`config.mk`:
```
export PLATFORM = sky130hd
export DESIGN_NAME = tdm_demux4
export DESIGN_NICKNAME = d
export VERILOG_FILES = /design/src/rtl/tdm_demux_pkg.sv /design/src/rtl/tdm_slot_ctr.sv /design/src/rtl/tdm_demux4.sv
export SDC_FILE = /design/constraint.sdc
export NUM_CORES = 1
export LEC_CHECK = 0
export CORE_MARGIN = 8
export CORE_UTILIZATION = 26
export CTS_CLUSTER_SIZE = 14
export DETAILED_ROUTE_END_ITERATION = 12
export PLACE_DENSITY_LB_ADDON = 0.1
export SETUP_SLACK_MARGIN = 0.5
export SYNTH_ARGS = -nofsm -noshare
export SYNTH_HDL_FRONTEND = slang
export SYNTH_SLANG_ARGS = --single-unit
```
`constraint.sdc`:
```
create_clock -name i_clk -period 2.4 [get_ports i_clk]
set_input_delay 0.48 -clock i_clk [delete_from_list [all_inputs] [get_ports i_clk]]
set_output_delay 0.48 -clock i_clk [all_outputs]
set_load 0.1 [all_outputs]
```
`src/rtl/tdm_demux_pkg.sv`:
```
// Shared types and constants for the four-channel TDM demultiplexer.
package tdm_demux_pkg;

  localparam int unsigned SLOTS = 4;

  typedef logic [1:0] slot_t;

  typedef enum logic {
    HUNT = 1'b0,
    LOCK = 1'b1
  } state_t;

  localparam slot_t LAST_SLOT = slot_t'(SLOTS - 1);

endpackage

```
`src/rtl/tdm_slot_ctr.sv`:
```
// 2-bit slot index counter: clear (or reset) beats load-to-1, which beats increment.
module tdm_slot_ctr
  import tdm_demux_pkg::*;
(
  input  logic  clk,
  input  logic  rst,
  input  logic  clr,
  input  logic  load,
  input  logic  en,
  output slot_t count
);

  always_ff @(posedge clk) begin
    if (rst || clr) begin
      count <= '0;
    end else if (load) begin
      count <= slot_t'(1);
    end else if (en) begin
      count <= count + slot_t'(1);
    end
  end

endmodule

```
`src/rtl/tdm_demux4.sv`:
```
// Receive end of a 4-to-1 TDM link: locks to the slot-0 frame marker and presents
// all four channels with a one-cycle valid pulse. Optional TDM_DEMUX4_ERR_CNT_EN adds
// a saturating framing-error counter output.
module tdm_demux4
  import tdm_demux_pkg::*;
#(
  parameter int unsigned WIDTH = 1
) (
  input  logic             i_clk,
  input  logic             i_rst,
  input  logic             i_G_n,
  input  logic             i_frame,
  input  logic [WIDTH-1:0] i_data,
  output logic [WIDTH-1:0] o_Y0,
  output logic [WIDTH-1:0] o_Y1,
  output logic [WIDTH-1:0] o_Y2,
  output logic [WIDTH-1:0] o_Y3,
  output logic             o_valid,
  output logic [1:0]       o_slot,
  output logic             o_lock,
  output logic             o_sync_err
`ifdef TDM_DEMUX4_ERR_CNT_EN
  ,
  output logic [7:0]       o_err_cnt
`endif
);

  state_t           state;
  logic [WIDTH-1:0] shadow0, shadow1, shadow2;
  logic             en_cyc;
  logic             framing_err;
  logic             ctr_clr, ctr_load, ctr_inc;

  assign en_cyc = ~i_G_n;
  assign o_lock = (state == LOCK);

  // Missing marker at slot 0 or an early marker anywhere else.
  assign framing_err = en_cyc && (state == LOCK) &&
                       (i_frame ? (o_slot != '0) : (o_slot == '0));

  always_comb begin
    ctr_clr  = 1'b0;
    ctr_load = 1'b0;
    ctr_inc  = 1'b0;
    if (en_cyc) begin
      if (i_frame) begin
        ctr_load = 1'b1;
      end else if (state == HUNT || o_slot == '0) begin
        ctr_clr = 1'b1;
      end else begin
        ctr_inc = 1'b1;
      end
    end
  end

  tdm_slot_ctr u_slot_ctr (
    .clk   (i_clk),
    .rst   (i_rst),
    .clr   (ctr_clr),
    .load  (ctr_load),
    .en    (ctr_inc),
    .count (o_slot)
  );

  always_ff @(posedge i_clk) begin
    if (i_rst) begin
      state      <= HUNT;
      shadow0    <= '0;
      shadow1    <= '0;
      shadow2    <= '0;
      o_Y0       <= '0;
      o_Y1       <= '0;
      o_Y2       <= '0;
      o_Y3       <= '0;
      o_valid    <= 1'b0;
      o_sync_err <= 1'b0;
    end else begin
      o_valid    <= 1'b0;
      o_sync_err <= framing_err;
      if (en_cyc) begin
        unique case (state)
          HUNT: begin
            if (i_frame) begin
              shadow0 <= i_data;
              state   <= LOCK;
            end
          end
          LOCK: begin
            // A marker always restarts the frame, so an early one simply overwrites slot 0.
            if (i_frame) begin
              shadow0 <= i_data;
            end else if (o_slot == '0) begin
              state <= HUNT;
            end else if (o_slot == slot_t'(1)) begin
              shadow1 <= i_data;
            end else if (o_slot == slot_t'(2)) begin
              shadow2 <= i_data;
            end else begin
              o_Y0    <= shadow0;
              o_Y1    <= shadow1;
              o_Y2    <= shadow2;
              o_Y3    <= i_data;
              o_valid <= 1'b1;
            end
          end
          default: state <= HUNT;
        endcase
      end
    end
  end

`ifdef TDM_DEMUX4_ERR_CNT_EN
  always_ff @(posedge i_clk) begin
    if (i_rst) begin
      o_err_cnt <= '0;
    end else if (framing_err && o_err_cnt != 8'hFF) begin
      o_err_cnt <= o_err_cnt + 8'd1;
    end
  end
`endif

endmodule

```
Yosys cells after proc, flatten, opt, wreduce, memory -nomap -nowiden. Cells that the tools add are included. Widths: inputs -> output; s select.

Add/sub/neg operators: 1. Equal/unequal tests: 2. Muxes and demuxes: 16. Bitwise logic cells: 6. Reductions and logical operators: 13.

Operator list (count): $mux 1 (15); $reduce_and 6->1 (2); $not 1->1 (6); $reduce_or 6->1 (1); $reduce_and 5->1 (1); $reduce_bool 2->1 (2); $add 2x1->2 const B (1); $eq 2x1->1 const B (1); $eq 2x2->1 const B (1); $logic_and 1x1->1 (2); $logic_not 2->1 (1); $logic_or 1x1->1 (2); $pmux 1 s2 (1); $reduce_and 2->1 (1); $reduce_or 2->1 (1).

Register bits after elaboration: 12. Input port bits: 5. Output and inout bits: 9. Logic and storage cells: 50.

Logic depth before layout (Yosys ltp). Gate-level depths: netlist of the first run.

Depth after elaboration: 7. Gate-level depth with buffers: 8. Gate-level depth less buffers: 7.

Modules after synthesis. A second synthesis of the first run with hierarchy kept.

Cell total of the unflattened synthesis: 56. Area, all modules: 600.6 um^2.

By module, submodules not included: tdm_demux4 (instances 1, cells an instance 48, area an instance 508.0 um^2); tdm_slot_ctr (instances 1, cells an instance 8, area an instance 92.6 um^2).

Worst setup path before layout of the first run. OpenSTA, ideal clock, no wires.

Kind: reg-to-reg. From: register u_slot_ctr.count[0]. To: register o_Y0. Setup time: 128 ps. Arrival: 2313 ps. Slack: -41 ps. Cell stages (with the launch flop): 9. Buffers on the path: 1. Path through: dfxtp_1 inv_1 ha_1 inv_1 ha_1 nor4bb_1 buf_4 mux2i_1 nor2_1.

Word-level cells in the longest chain between the ends: 3. Elaborated cells between the ends (all ways): 7.

Ends and longest elaborated chain: start, declared (line tdm_slot_ctr.sv:10) `output slot_t count`; start signal, assigned (line tdm_slot_ctr.sv:17) `count <= slot_t'(1);`; start signal, assigned (line tdm_slot_ctr.sv:19) `count <= count + slot_t'(1);`; $eq 2x2->1 (tied with other cells) (line tdm_demux4.sv:96) `end else if (o_slot == slot_t'(2)) begin`; $not 1->1 (no source line); $reduce_and 6->1 (no source line) *; end signal, assigned (line tdm_demux4.sv:99) `o_Y0 <= shadow0;`; end, declared (line tdm_demux4.sv:14) `output logic [WIDTH-1:0] o_Y0,`.

Every way passes the cells marked *; elsewhere a longest branch is shown, timed or not. A chain may end at the register's enable or synchronous reset.

Final worst setup path of the first run. Ends and elaborated chain as after synthesis.

==> results of run 1 <==
-- area by class of cell --
class,count,area [um^2],share of cell area [%]
Multi-Input combinational cell,37,290.3,38.35
Sequential cell,12,249.0,32.89
Timing Repair Buffer,15,125.1,16.53
Clock buffer,4,36.28,4.793
Tap cell,27,33.78,4.463
Inverter,6,22.52,2.975
-- cells in the final DEF (no fill, tap or decap), drive strengths merged --
| master | instances |
|---|---|
| dlymetal6s2s | 1 |
| clkbuf | 4 |
| a211oi | 1 |
| a21bo | 1 |
| nor3 | 1 |
| a21oi | 3 |
| clkdlybuf4s50 | 3 |
| buf | 11 |
| o21ai | 1 |
| ha | 5 |
| nand2 | 2 |
| dfxtp | 12 |
| nand4b | 1 |
| a311oi | 2 |
| inv | 6 |
| and2b | 1 |
| nand3 | 1 |
| and3b | 1 |
| nand4 | 2 |
| nor2 | 8 |
| mux2i | 5 |
| nor4bb | 1 |
| and4 | 1 |
-- through the flow --
| step | worst slack, ns | util [%] | power (mW) |
|---|---|---|---|
| 2_1_floorplan | 0.5074 | - | 0.2516 |
| 3_3_place_gp | 0.2330 | 35.35 | 0.2719 |
| 3_5_place_dp | 0.1994 | 35.35 | 0.2718 |
| 4_1_cts | 0.5235 | 37.50 | 0.4351 |
| 5_1_grt | 0.5284 | 38.19 | 0.4479 |
| 6_report | 0.6816 | 38.19 | 0.4289 |
-- cells in the mapped netlist --
master / number / area share (%)
and3b_1: 1 / 1.6
nand2_1: 2 / 1.4
a21bo_1: 1 / 1.8
dfxtp_1: 12 / 43
nand3_1: 1 / 0.90
and4_1: 1 / 1.6
mux2i_1: 5 / 9.0
nor3_1: 1 / 0.90
nor2_1: 8 / 5.4
nor4bb_1: 1 / 1.8
clkbuf_1: 1 / 0.68
ha_1: 5 / 11
a211oi_1: 1 / 1.4
buf_4: 2 / 2.7
nand4_1: 2 / 2.3
a21oi_1: 3 / 2.7
a311oi_1: 2 / 3.2
inv_1: 6 / 4.1
and2b_2: 1 / 1.6
o21ai_0: 1 / 0.90
nand4b_1: 1 / 1.6
-- worst paths after layout --
check | end | slack [ns] | cells past startpoint | from
max | o_Y0$_SDFFE_PP0P_ | 0.68 | 8 | u_slot_ctr.count[0]$_SDFFE_PP0P_
min | shadow0$_SDFFE_PP0P_ | 0.48 | 2 | shadow0$_SDFFE_PP0P_
min reg2reg | shadow0$_SDFFE_PP0P_ | 0.48 | 2 | shadow0$_SDFFE_PP0P_
max reg2reg | o_Y0$_SDFFE_PP0P_ | 0.68 | 8 | u_slot_ctr.count[0]$_SDFFE_PP0P_
-- cells by family (layout without fill, tap and decap cells) --
kind of cell    count (synthesis)  count (layout)  share of synthesized area [%]
simple gates                   19              19                          18.96
flops                          12              12                          43.34
buf+inv                         9              25                          7.447
compound gates                  8               8                          9.932
fa+ha+maj                       5               5                          11.29
mux                             5               5                          9.030
-- power breakdown --
group | internal (mW) | switching [mW]
registers | 0.202 | 0.00465
logic | 0.0215 | 0.0425
clock network | 0.0922 | 0.0664
-- worst register-to-register path: stages (launching register included) --
cell      delay, ns
dfxtp_4        0.35
inv_1          0.08
ha_2           0.22
inv_1          0.08
ha_1           0.18
nor4bb_4       0.29
buf_4          0.19
mux2i_1        0.18
nor2_1         0.05
-- flip-flops by register name (all words and copies together), names as in the netlist --
name	cells
o_Y0	1
o_Y1	1
o_Y2	1
o_Y3	1
o_lock	1
o_sync_err	1
o_valid	1
shadow0	1
shadow1	1
shadow2	1
u_slot_ctr.count	2
-- metal layers --
layer	global-route usage [%]	routed length [um]	part of all wire, %
met4	1.749	14	1.2
met3	3.584	83	6.9
met5	0	0	0
met1	7.407	557	46
met2	10.22	543	45
-- timing repair --
item,CTS,global route
gates cloned,0,0
buffers inserted,0,0
gates resized for setup,1,3
setup endpoints to repair,3,4
==> flow_summary.ini, run 1 <==
[timing]
worstMarginPinSlew_ns = 0.4270
fmax_ghz = 0.5819
fin_crit_sh_pct = 71.60
final_hold_viol_count = 0
slew_violations = 0
clock-skew-final_ns = 0.008427
hold_slack_ns = 0.4836
setup_tns_ns = 0
min_period_ns = 1.718
rsz0062_at_grt = no
relSlewSlack_pct = 71.44
setup_viol_count_final = 0

[yosys]
synth_cell_type_count = 21
ys_ff_latch = 12
ys_seq_area_share_pct = 43.34
avgSynthCellArea_um2 = 9.557
syn_inst = 58
yosys_warnings = 0
synth_area_um2 = 554.3
synth_nets = 68

[global_route]
overflow = 0
grt_first_pass_wirelength_um = 2063
grt_pass1_vias = 481
grt_max_degree = 12
track_usage_pct = 6.512
antenna_found_initial = 0

[setup_path]
slowest_stage = dfxtp_4
crit_fanout = 4
worstSetupPathType = reg -> reg
crit_top_cell = inv_1
path_cells = inv_1 -> ha_2 -> inv_1 -> ha_1 -> nor4bb_4 -> buf_4 -> mux2i_1 -> nor2_1
slowest_delay_ns = 0.35
critPathArrivalTime_ns = 1.86
crit_path_end_kind = register
worst_setup_path_start_kind = register
path_buf_inv = 3
cp_data_required_time_ns = 2.55
crit_family = adder cells

[floorplan]
ios = 14
die_h_um = 62.17
num_rows = 16
die_area_um2 = 3865
die_w_um = 62.17
start_util_pct = 27.97
core_area_um2 = 1982

[placement]
portBuffers = 13
hpwl_um = 906.4
place_congestion = 0.6606
placed_area_um2 = 700.7
placedCellCount = 97

[cells_and_area]
syn_to_final_growth_pct = 36.57
fin_nets = 85
nFillCells = 200
diodes = 0
final_cells = 101
drive_gt1_share_pct = 28.38
design_area_um2 = 757.0

[flow_run]
maxCapViolCount = 0

[clock_tree]
cts_root_buffer = clkbuf_4
postCtsHoldBufs = 0
cts_tree = built
clk_transition_reported_paths_ns = 0.07
clock_sinks = 12
cts_buffer_depth = 2
cts_max_level = 1
cts_made_buffers = 3
clk_latency_ns = 0.27

[detailed_routing]
drc = 0
vias = 469
dr.pass1.iters = 4
wirelength_um = 1200
ant_nets = 0
first_iter_violations = 18
wl_per_cell_um = 11.88
vias_per_cell = 4.644

[pwr]
power_leakage_nw = 0.3320
irDropWorstVdd_v = 0.0003480
p_per_area_nw_per_um2 = 566.6

[outcome]
outcome = finished, final reports clean

[min_path]
min_path_type = reg -> reg
No activity file was read; power rests on OpenSTA's default activity.
==> inputs of run 2 (changes only) <==
- clock period: 2.4 -> 1.4 ns (I/O delays scaled with it)
==> run 2 against run 1 <==
Against the previous run: the flow now finishes with violations (setup timing); fmax up 19%; critical endpoint is now shadow2$_SDFFE_PP0P_; wire length up 38%; critical path depth is 1 higher; global-route usage rose by 1.9 points; worst hold slack got worse by 0.092 ns; die area did not move; sequential cell count did not move.
==> flow_summary.ini, run 2 (synthesized netlist as in run 1, its figures left out) <==
[timing]
hold_slack_ns = 0.3916
clock-skew-final_ns = 0.005549
slew_violations = 0
final_hold_viol_count = 0
worstMarginPinSlew_ns = 0.2809
setup_viol_count_final = 5
worst_slack_ns = -0.04422
rsz0062_at_grt = yes
fmax_ghz = 0.6924
fin_crit_sh_pct = 103.2
relSlewSlack_pct = 81.22
min_period_ns = 1.444

[global_route]
grt_max_degree = 9
overflow = 0
grt_pass1_vias = 573
grt_first_pass_wirelength_um = 2635
antenna_found_initial = 0
track_usage_pct = 8.389

[detailed_routing]
vias = 550
wl_per_cell_um = 13.64
first_iter_violations = 1
drc = 0
dr.pass1.iters = 6
wirelength_um = 1650
ant_nets = 0
vias_per_cell = 4.545

[pwr]
irDropWorstVdd_v = 0.0003824
power_leakage_nw = 0.4626
totalPowerFinal_mw = 0.7772
p_per_area_nw_per_um2 = 674.4

[cells_and_area]
regMostFlops = u_slot_ctr.count
design_area_um2 = 1152
largest_register_ffs = 2
drive_gt1_share_pct = 65.96
syn_to_final_growth_pct = 107.9
mostFrequentLayoutCells = buf_4 (15), dfxtp_4 (9), buf_12 (9)
fin_nets = 105
nFillCells = 163
diodes = 0
final_common_cell = buf_4

[floorplan]
die_w_um = 62.17
ios = 14
die_h_um = 62.17
die_area_um2 = 3865
start_util_pct = 27.97
num_rows = 16
core_area_um2 = 1982

[setup_path]
crit_path_end_kind = register
crit_fanout = 3
worst_setup_path_start_kind = register
worstSetupPathType = reg -> reg
critPathArrivalTime_ns = 1.62
cp_data_required_time_ns = 1.57

[placement]
hpwl_um = 1070
placed_area_um2 = 943.4
place_congestion = 0.7359
pre_cts_ws_ns = -0.3335
portBuffers = 13

[outcome]
violations = setup timing
outcome = complete, but fails checks

[clock_tree]
clk_latency_ns = 0.27
postCtsHoldBufs = 0
clk_transition_reported_paths_ns = 0.08
cts_buffer_depth = 2
clock_sinks = 12
cts_max_level = 1
cts_root_buffer = clkbuf_4
cts_made_buffers = 3
cts_tree = built

[flow_run]
maxCapViolCount = 0

[min_path]
min_path_type = in -> reg
## run 2: path summary, 6_finish.rpt
kind	depth (start not counted)	endpoint	from	slack [ns]
max	9	shadow2$_SDFFE_PP0P_	u_slot_ctr.count[0]$_SDFFE_PP0P_	-0.04
min	3	u_slot_ctr.count[0]$_SDFFE_PP0P_	i_G_n	0.39
max reg2reg	9	shadow2$_SDFFE_PP0P_	u_slot_ctr.count[0]$_SDFFE_PP0P_	-0.04
min reg2reg	2	shadow0$_SDFFE_PP0P_	shadow0$_SDFFE_PP0P_	0.49
## run 2: layer usage
layer  track usage [%]  part of all wire (%)  vias to the layer above
met4             6.122                   1.9                        0
met1             9.362                    46                      261
met5                 0                     0                        -
met3             1.792                   2.8                        4
li1                  -                     -                      273
met2             13.71                    49                       12
## run 2: layout make-up
| cell class | instances | area, um^2 | share of cell area, % |
|---|---|---|---|
| inverter | 6 | 30.03 | 2.606 |
| clock buffer | 4 | 26.28 | 2.280 |
| sequential | 12 | 274.0 | 23.78 |
| timing repair buffer | 35 | 405.4 | 35.18 |
| multi-input combinational | 37 | 382.9 | 33.22 |
| tap | 27 | 33.78 | 2.932 |
## run 2: power by group
| part | internal [mW] | switching (mW) |
|---|---|---|
| Sequential | 0.334 | 0.00720 |
| Combinational | 0.0970 | 0.105 |
| Clock | 0.110 | 0.124 |
## run 2: through the flow
step                setup TNS [ns]  instances  utilization (%)
finish                     -0.1810        121            58.14
global route               -0.4720        121            58.14
CTS                       -0.09961        118            56.00
detailed placement          -1.569        107            47.60
global placement            -1.429        107            47.60
floorplan                   -1.019         58                -
## run 2: timing repair
action / in CTS / in global routing
buffers inserted: 7 / 3
pin swaps: 8 / 7
setup endpoints to repair: 21 / 21
gates resized for setup: 22 / 6
endpoints found under the hold margin: 0 / 0
## run 2: critical path, stage by stage, from the launching register on
cell	delay [ns]
dfxtp_4	0.37
inv_4	0.04
ha_4	0.16
buf_4	0.13
buf_6	0.11
buf_6	0.12
nor3_2	0.11
buf_4	0.15
a21bo_1	0.12
a21oi_2	0.05
